## src/rtl/fb_rect_fill.sv

```systemverilog
// fb_rect_fill: clips a fill command to the image and streams one pixel write per granted cycle into framebuffer port A
module fb_rect_fill #(
  parameter int IMG_W  = 195,
  parameter int IMG_H  = 146,
  parameter int ADDR_W = 15,
  parameter int DATA_W = 16
)(
  input  logic              clk,
  input  logic              rst_n,
  input  logic              i_cmd_valid,
  output logic              o_cmd_ready,
  input  logic [9:0]        i_x0,
  input  logic [9:0]        i_y0,
  input  logic [9:0]        i_w,
  input  logic [9:0]        i_h,
  input  logic [DATA_W-1:0] i_color,
  input  logic              i_fb_grant,
  output logic              o_fb_we,
  output logic [ADDR_W-1:0] o_fb_addr,
  output logic [DATA_W-1:0] o_fb_data,
  output logic              o_busy,
  output logic              o_done
);
  typedef enum logic [1:0] {S_IDLE, S_SETUP, S_FILL, S_DONE} state_t;
  state_t r_state, w_next;
  logic [9:0] r_x0, r_y0;
  logic [10:0] r_x_end, r_y_end, r_col, r_row;
  logic [ADDR_W-1:0] r_base;
  logic [DATA_W-1:0] r_color;
  logic [10:0] w_x_sum, w_y_sum;
  logic w_empty, w_accept, w_last_col, w_last_row;
  assign w_accept   = i_cmd_valid & o_cmd_ready;
  assign w_x_sum    = {1'b0, i_x0} + {1'b0, i_w};
  assign w_y_sum    = {1'b0, i_y0} + {1'b0, i_h};
  assign w_empty    = (i_w == 10'd0) | (i_h == 10'd0) | ({1'b0, i_x0} >= 11'(IMG_W)) | ({1'b0, i_y0} >= 11'(IMG_H));
  assign w_last_col = r_col == r_x_end - 11'd1;
  assign w_last_row = r_row == r_y_end - 11'd1;
  assign o_fb_addr  = r_base + ADDR_W'(r_col - {1'b0, r_x0});
  assign o_fb_data  = r_color;
  always_ff @(posedge clk or negedge rst_n)
    if (!rst_n) r_state <= S_IDLE;
    else r_state <= w_next;
  always_comb begin
    w_next = r_state;
    o_cmd_ready = 1'b0;
    o_busy = 1'b0;
    o_done = 1'b0;
    o_fb_we = 1'b0;
    case (r_state)
      S_IDLE: begin
        o_cmd_ready = 1'b1;
        if (i_cmd_valid) w_next = w_empty ? S_DONE : S_SETUP;
      end
      S_SETUP: begin
        o_busy = 1'b1;
        w_next = S_FILL;
      end
      S_FILL: begin
        o_busy = 1'b1;
        o_fb_we = i_fb_grant;
        if (i_fb_grant & w_last_col & w_last_row) w_next = S_DONE;
      end
      default: begin
        o_done = 1'b1;
        w_next = S_IDLE;
      end
    endcase
  end
  // row_base tracks the address of column x0 on the current row, so the only multiply is in SETUP
  always_ff @(posedge clk or negedge rst_n)
    if (!rst_n) begin
      r_x0 <= '0;
      r_y0 <= '0;
      r_x_end <= '0;
      r_y_end <= '0;
      r_col <= '0;
      r_row <= '0;
      r_base <= '0;
      r_color <= '0;
    end else if (w_accept) begin
      r_x0 <= i_x0;
      r_y0 <= i_y0;
      r_x_end <= (w_x_sum > 11'(IMG_W)) ? 11'(IMG_W) : w_x_sum;
      r_y_end <= (w_y_sum > 11'(IMG_H)) ? 11'(IMG_H) : w_y_sum;
      r_color <= i_color;
    end else if (r_state == S_SETUP) begin
      r_base <= ADDR_W'(r_y0 * IMG_W + r_x0);
      r_col <= {1'b0, r_x0};
      r_row <= {1'b0, r_y0};
    end else if (o_fb_we) begin
      r_col <= w_last_col ? {1'b0, r_x0} : r_col + 11'd1;
      if (w_last_col) begin
        r_base <= r_base + ADDR_W'(IMG_W);
        r_row <= r_row + 11'd1;
      end
    end
endmodule

```

## config.mk

```make
export PLATFORM = sky130hd
export DESIGN_NAME = fb_rect_fill
export DESIGN_NICKNAME = d
export VERILOG_FILES = /design/src/rtl/fb_rect_fill.sv
export SDC_FILE = /design/constraint.sdc
export NUM_CORES = 1
export LEC_CHECK = 0
export CAP_MARGIN = 15
export CORE_UTILIZATION = 40
export DETAILED_ROUTE_END_ITERATION = 8
export HOLD_SLACK_MARGIN = 0.05
export SETUP_SLACK_MARGIN = 0.1
export SLEW_MARGIN = 20
export SYNTH_ARGS = -nofsm -noshare
export SYNTH_HDL_FRONTEND = slang
export SYNTH_SLANG_ARGS = --single-unit
```

## constraint.sdc

```tcl
create_clock -name clk -period 8.5 [get_ports clk]
set_clock_uncertainty 0.2 [all_clocks]
set_input_delay 2.55 -clock clk [delete_from_list [all_inputs] [get_ports clk]]
set_output_delay 2.55 -clock clk [all_outputs]
set_load 0.005 [all_outputs]
```

# ---- After elaboration in Yosys (flattened, before gate mapping)
# Index checks and enable logic that the tools add are counted.
dict set report totals {
  rom_bits 0
  elab_cells 66
  ramBits 0
  register_bits 97
  out_inout_bits 35
  latchBits 0
  n_memories 0
  in_bits 60
}
dict set report op_classes {
  bitwise_logic 7
  muxes 19
  reduce_logical 10
  addsub 10
  n_lt_le_gt_ge 4
  eq_ne 6
  div 0
  n_mul 1
  shifts 0
}
# cell count
set op_table {}
lappend op_table {{2-to-1 mux 11 bit} 8}
lappend op_table {{2-to-1 mux 15 bit} 3}
lappend op_table {{adder 10 x 10 -> 11 bit} 2}
lappend op_table {{adder 11 x 1 -> 11 bit (second input constant)} 2}
lappend op_table {{equality test 11 bit} 2}
lappend op_table {{> comparator 11 x 8 -> 1 bit (second input constant)} 2}
lappend op_table {{subtractor 11 x 1 -> 11 bit (second input constant)} 2}
lappend op_table {{greater-or-equal comparator 10 x 8 -> 1 bit (second input constant)} 2}
lappend op_table {{zero test 10 bit} 2}
lappend op_table {{adder 15 x 10 -> 15 bit} 1}
lappend op_table {{adder 15 bit} 1}
lappend op_table {{adder 15 x 8 -> 15 bit (second input constant)} 1}
lappend op_table {{multiplier 10 x 8 -> 15 bit (second input constant)} 1}
lappend op_table {{subtractor 11 x 10 -> 12 bit} 1}
lappend op_table {{2-to-1 mux 2 bit} 3}
lappend op_table {{one-hot mux 2 bit (3 select lines)} 1}
lappend op_table {{2-to-1 mux 1 bit} 4}
lappend op_table {{inequality test 2 bit (second input constant)} 2}
lappend op_table {{AND reduction 2 bit} 2}
lappend op_table {{nonzero test 2 bit} 2}
lappend op_table {{bitwise AND 1 bit} 3}
lappend op_table {{bitwise OR 1 bit} 3}
lappend op_table {{AND reduction 3 bit} 1}
lappend op_table {{OR reduction 3 bit} 1}
lappend op_table {{other kinds (5)} 5}

# ---- Logic depth before layout (Yosys ltp)
# Gate-level depths: netlist of the first run.
dict set report depth {
  ltp_word 7
  mapped_depth 19
  depth_no_buf 18
}

# ---- Worst setup path before layout of the first run
# Ideal clock, no wire load.
dict set report synth_path {
  kind {register -> output}
  from {register r_col[0]}
  to {output port o_fb_addr[14]}
  path_buffers 1
  setup_slack_ps 1817
  path_stages_with_launch 20
  arrival_ps 3933
  required_time_ps 5750
  cell_sequence {dfrtp_1 -> clkbuf_1 -> inv_1 -> ha_1 -> inv_1 -> fa_1 -> a21o_1 -> a21oi_1 -> o21bai_1 -> a21oi_1 -> o21ai_0 -> mux2_2 -> a2111oi_0 -> ha_1 -> or2_2 -> a21oi_1 -> a31oi_1 -> a21o_1 -> a21oi_1 -> xnor2_1}
}
dict set report synth_via {
  elab_chain_len 2
}
# item line
set synth_lines {}
lappend synth_lines {{from (decl)} 27} ;# logic [10:0] r_x_end, r_y_end, r_col, r_row;
lappend synth_lines {{from (signal assigned)} 88} ;# r_col <= {1'b0, r_x0};
lappend synth_lines {{from (signal assigned)} 91} ;# r_col <= w_last_col ? {1'b0, r_x0} : r_col + 11'd1;
lappend synth_lines {{subtractor 11 x 10 -> 12 bit} 38} ;# assign o_fb_addr = r_base + ADDR_W'(r_col - {1'b0, r_x0});
lappend synth_lines {{adder 15 bit} 38}
lappend synth_lines {{to (decl)} 19} ;# output logic [ADDR_W-1:0] o_fb_addr,
# No other way between the ends.

# ---- Worst setup path in the final report of the first run
# Ends and elaborated chain as after synthesis.

==> impl_metrics.toml, run 1 <==
[outcome]
outcome = "finished, violations left"
violations = "design-rule violations"

[synth]
synth-seq-area-share_pct = 26.70
synthTopCellsByArea = "dfrtp_1, ha_1, nand2_1"
ys_ff_latch = 97
syn_nets = 1247
synth-async-reset-ratio_pct = 100.0
syn_area_per_cell_um2 = 8.544
syn_area_um2 = 9091
yosys.cell_types.count = 79
synth_edf_count = 0
yosysWarnings = 0
yosys.area.top_type = "dfrtp_1"
synth_cells = 1064
synth_top_area_share_pct = 26.70
ys.flop_type = "dfrtp_1"

[power_and_ir_drop]
power_frac_clock_pct = 32.2
switching_share_pct = 32.80
ir_worst_vdd_mv = 0.1013
p_int_w = 0.0008876
p_comb_share_pct = 30.2
p_leak_nw = 4.790
p_sw_w = 0.0004332
p_per_area_nw_per_um2 = 125.4
seqPwrFrac_pct = 37.7

[critical_path]
cp_slowest_cell = "clkdlybuf4s50_1"
worstSetupPathDepth = 19
startpoint_type = "flop"
path_class = "flop to output port"
cp-startpoint = "r_col[0]"
reg2reg_slack_ns = 3.92
worst_path_most_repeated_cell = "a21oi_1"
cp_top_family = "compound AO/OA/AOI/OAI gates"
crit_buf_inv = 3
reg2regPathDepth = 14
rr_endpoint = "r_base[13]"
critical_path.max_stage_delay_ns = 0.51
worstSetupEndpointType = "output port"
crit_path_end = "o_fb_addr[14]"
crit_fanout = 8
r2r_start = "r_y0[3]"
crit_chain = "inv_1 -> ha_1 -> inv_1 -> fa_1 -> a21o_1 -> a21oi_1 -> o21bai_1 -> a21oi_1 -> o21ai_0 -> mux2_2 -> a2111oi_1 -> ha_1 -> or2_2 -> a21oi_1 -> a31oi_1 -> a21o_1 -> a21oi_1 -> xnor2_1 -> clkdlybuf4s50_1"
worstPathArrival_ns = 5.23
required_ns = 5.75

[sta]
setup_viol = 0
fin_ws_ns = 0.5189
drv_slew = 0
finalSetupTns_ns = 0
worst_pin_slew_ns = 1.009
fmax_mhz = 125.3
relSlewSlack_pct = 32.74
hold_violations = 0
grt_setup_unrepaired = "no"
post-route-period-util_pct = 93.90
period_minus_slack_ns = 7.981

[routing]
drt_pass1_iterations = 7
wl_per_cell_um = 17.85
vias_per_cell = 5.726
drtIter0Drc = 522
routed_wl_um = 25250
drtAntennaViolNets = 0
drcViolationCount = 6
num_vias = 8102

[die]
die_x_um = 152.8
ios = 95
die_h_um = 152.8
std_cell_rows = 54
design.core.area_um2 = 22030
die-area_um2 = 23340
start_util_pct = 41.27

[cells_and_area]
layout_commonest_cell = "nand2_1"
insertedDiodeCount = 0
final_layout_size_suffix_gt1_share_pct = 4.317
area_delta_synth_final_pct = 15.83
filler_cell_count = 2177
nNetsFinal = 1313
final_cell_mix = "nand2_1, ha_1, dfrtp_1"

[global_route]
grt_util_met1_pct = 29.78
track_usage_pct = 21.99
antenna_found_initial = 0
top_usage_layer = "met2"
grt_overflow = 0
grt_pass1_wl_um = 40710
grt_pass1_vias = 7757
grt_max_degree = 66
met2_usage_pct = 36.11
grt_use_met3_pct = 3.584

[clocking]
cts_buffers = 9
clock-sinks = 97
cts_buffer_depth = 2
cts_htree_levels = 3
ctsHoldBuffers = 0
clk_latency_ns = 0.36
clkTransAtPathRegs_ns = 0.08
cts_tree = "done"
cts-root-buf = "clkbuf_16"

[place]
pre_cts_slack_ns = 0.7738
portBuffers = 94
place_congestion = 0.8953
dp_hpwl_um = 18830

[run]
drv_cap = 0

[hold_path]
hold_path_class = "flop to flop"
cell usage after synthesis, types with 19 or more instances:
library cell,count
a21o_1,19
a21oi_1,52
clkbuf_1,29
dfrtp_1,97
fa_1,21
ha_1,102
inv_1,84
nand2_1,125
nand3_1,33
nor2_1,52
nor3_1,42
o21ai_0,41
xnor2_1,46
xor2_1,27
timing repair:
action                                  4_1_cts  5_1_grt
endpoints found under the setup margin        0        1
buffers inserted                              0        0
resized for setup                             0        1
worst register-to-register path, delay by kind of cell (launching register included):
family	cells	cell delay, ns
and+or+nand+nor	2	0.43
adders and majority gates	5	1.71
xor gates and xnor gates	1	0.17
DFF	1	0.48
AOI/OAI and AO/OA	4	1.28
buffers and inverters	2	0.18
routing by layer:
layer	vias up	routed length (µm)	share of wire (%)
li1	3988	-	-
met3	26	1293	5.1
met2	242	11730	46
met5	-	0	0
met4	0	473	1.9
met1	3846	11760	47
per-stage QoR:
stage | util, % | total power [W] | area [µm²] | std cells | hold slack [ns]
finish | 47.81 | 0.001321 | 10530 | 1415 | 0.2785
global route | 47.81 | 0.001387 | 10530 | 1415 | 0.3023
CTS | 47.80 | 0.001328 | 10530 | 1415 | 0.2838
detailed placement | 46.46 | 0.0009024 | 10230 | 1399 | 0.2631
global placement | 46.46 | 0.0009030 | 10230 | 1399 | 0.2575
floorplan | - | 0.0007427 | 9091 | 1064 | 0.2697
power by group through the flow:
stage	sequential, W	combinational, W	clock (W)
floorplan	0.000491	0.000252	0
global placement	0.000505	0.000398	0
detailed placement	0.000506	0.000397	0
CTS	0.000497	0.000399	0.000433
global route	0.000499	0.000438	0.000449
finish	0.000498	0.000398	0.000425
cell families (layout without fill, tap and decap cells):
group	Yosys count	count (layout)	share of synthesized area [%]
mux	9	9	1.005
flops	97	97	26.70
simple gates	373	373	20.99
compound gates	260	260	19.97
xor+xnor	73	73	7.033
buf+inv	129	200	5.643
fa+ha+maj	123	123	18.66
area by class of cell:
class,count,area [µm²],area share (%)
clock buffer,10,239.0,2.269
clock inverter,6,56.30,0.5347
inverter,84,315.3,2.994
multi-input combinational,838,6158,58.48
sequential,97,2427,23.05
tap,280,350.3,3.327
timing repair buffer,100,983.4,9.339
sequential cells by signal (all words and copies together) (netlist names):
register	flops
r_y0	10
r_x0	10
r_col	11
r_base	15
r_y_end	11
o_fb_data	16
r_x_end	11
r_state	2
r_row	11
worst min-delay path by stage:
stage / start / to / slack [ns] / depth (start not counted)
floorplan: o_fb_data[0] / o_fb_data[0] / 0.27 / 2
global placement: o_fb_data[2] / o_fb_data[2] / 0.26 / 2
detailed placement: o_fb_data[2] / o_fb_data[2] / 0.26 / 2
CTS: o_fb_data[2] / o_fb_data[2] / 0.28 / 2
global route: o_fb_data[2] / o_fb_data[2] / 0.30 / 2
finish: o_fb_data[2] / o_fb_data[2] / 0.28 / 2
Power figures use the tool's default switching activity.
==> run 2: changes to the inputs <==
- clock period: 8.5 -> 7.4 ns (I/O delays scaled with it)
==> impl_metrics.toml, run 2 (synthesized netlist as in run 1, its figures left out) <==
[routing]
wl_per_cell_um = 17.76
drtAntennaViolNets = 0
num_vias = 8098
drcViolationCount = 1
drtIter0Drc = 516
drt_pass1_iterations = 9
routed_wl_um = 25240
vias_per_cell = 5.699

[cells_and_area]
area_delta_synth_final_pct = 16.93
multi_input_area_um2 = 6196
final_util_pct = 48.26
largest_reg_flops = 16
stdcell_area_um2 = 10630
final_cell_mix = "nand2_1, ha_1, dfrtp_1"
nNetsFinal = 1319
insertedDiodeCount = 0
layoutNonFillerInstCount = 1421
filler_cell_count = 2168
regArea_um2 = 2427
layout_commonest_cell = "nand2_1"
final_layout_size_suffix_gt1_share_pct = 5.521

[sta]
setup_viol = 0
hold_violations = 0
grt_setup_unrepaired = "no"
post-route-period-util_pct = 95.11
relSlewSlack_pct = 38.25
period_minus_slack_ns = 7.038
worst_pin_slew_ns = 0.9233
drv_slew = 0
finalSetupTns_ns = 0
fmax_mhz = 142.1

[die]
die_h_um = 152.8
die_x_um = 152.8
std_cell_rows = 54
design.core.area_um2 = 22030
start_util_pct = 41.27
die-area_um2 = 23340
ios = 95

[power_and_ir_drop]
p_comb_share_pct = 31.1
p_leak_nw = 4.824
seqPwrFrac_pct = 36.4
power_frac_clock_pct = 32.5
p_per_area_nw_per_um2 = 145.7
p_int_w = 0.001059
p_sw_w = 0.0004899
switching_share_pct = 31.64
ir_worst_vdd_mv = 0.1165

[critical_path]
reg2reg_slack_ns = 2.87
startpoint_type = "flop"
crit_fanout = 3
worstSetupEndpointType = "output port"
worstPathArrival_ns = 4.62
path_class = "flop to output port"
required_ns = 4.98

[clocking]
clk_latency_ns = 0.35
cts_buffers = 9
cts_htree_levels = 3
clock-sinks = 97
cts-root-buf = "clkbuf_16"
clkTransAtPathRegs_ns = 0.08
cts_buffer_depth = 2
cts_tree = "done"

[hold_path]
hold_path_class = "flop to flop"

[outcome]
violations = "design-rule violations"
outcome = "finished, violations left"

[global_route]
grt_pass1_vias = 7880
grt_max_degree = 65
grt_pass1_wl_um = 41280
antenna_found_initial = 0
grt_overflow = 0
track_usage_pct = 22.07

[place]
placed_cells = 1404
portBuffers = 94
dp_hpwl_um = 19010
place_congestion = 0.9124
post_dp_cell_area_um2 = 10270

[run]
drv_cap = 0
## run 2: cell count changes in the layout (fill, tap and decap cells not counted), sizes merged
| cell | change |
|---|---|
| bufinv | +1 |
| clkinvlp | +1 |
| inv | -3 |
| buf | +6 |
| clkinv | +1 |
## run 2: worst paths after layout
kind                          startpoint             to  cells after the start
hold / removal             o_fb_data[15]  o_fb_data[15]                      2
max in group asynchronous          rst_n       r_col[6]                      2
setup reg to reg                 r_y0[3]     r_base[13]                     14
hold reg to reg            o_fb_data[15]  o_fb_data[15]                      2
setup / recovery                r_col[0]  o_fb_addr[14]                     20
min in group asynchronous          rst_n     r_y_end[2]                      1
## run 2: area by class of cell
cell class,instances,area share (%)
multi-input cells,838,58.29
flip-flops and latches,97,22.83
repair buffers,106,9.675
well taps,280,3.296
inverters,84,2.966
clock buffers,10,2.248
clock inverters,6,0.6944
## run 2: repair_timing
item	in CTS	in global routing
hold buffers	0	0
setup endpoints to repair	2	2
pin swaps	0	2
gates resized for setup	5	6
buffers inserted	0	1
## run 2: power groups by stage
stage / Sequential (W) / Combinational [W] / Clock [W]
after detailed placement: 0.000573 / 0.000470 / 0
after floorplan: 0.000564 / 0.000289 / 0
final: 0.000564 / 0.000481 / 0.000504
after CTS: 0.000563 / 0.000475 / 0.000512
after global routing: 0.000566 / 0.000531 / 0.000538
after global placement: 0.000571 / 0.000469 / 0
## run 2: metal layers
metal,vias to the layer above,track usage (%),share of wire (%)
li1,3996,-,-
met2,219,36.92,47
met4,0,5.532,1.5
met5,-,0,0
met1,3860,29.69,46
met3,23,3.441,4.7
## run 2: stage by stage
stage / setup WS, ns / hold WS, ns / total power, W
4_1_cts: 0.1452 / 0.2871 / 0.001551
3_5_place_dp: 0.3135 / 0.2618 / 0.001043
6_report: 0.3620 / 0.2809 / 0.001548
2_1_floorplan: 1.047 / 0.2697 / 0.0008531
5_1_grt: 0.1109 / 0.3057 / 0.001634
3_3_place_gp: 0.3945 / 0.2564 / 0.001040
## run 2: worst max-delay path, stage by stage, from the launching register on
cell and delay, ns:
dfrtp_1 0.39, inv_2 0.07, ha_2 0.17, inv_1 0.05, fa_2 0.34, a21o_1 0.17
a21oi_2 0.15, o21bai_1 0.09, a21oi_2 0.18, o21ai_2 0.10, mux2_2 0.30, a2111oi_4 0.32
buf_4 0.17, ha_1 0.23, or2_2 0.31, a21oi_1 0.15, a31oi_1 0.08, a21o_1 0.21
a21oi_2 0.14, xnor2_1 0.12, clkdlybuf4s50_1 0.51
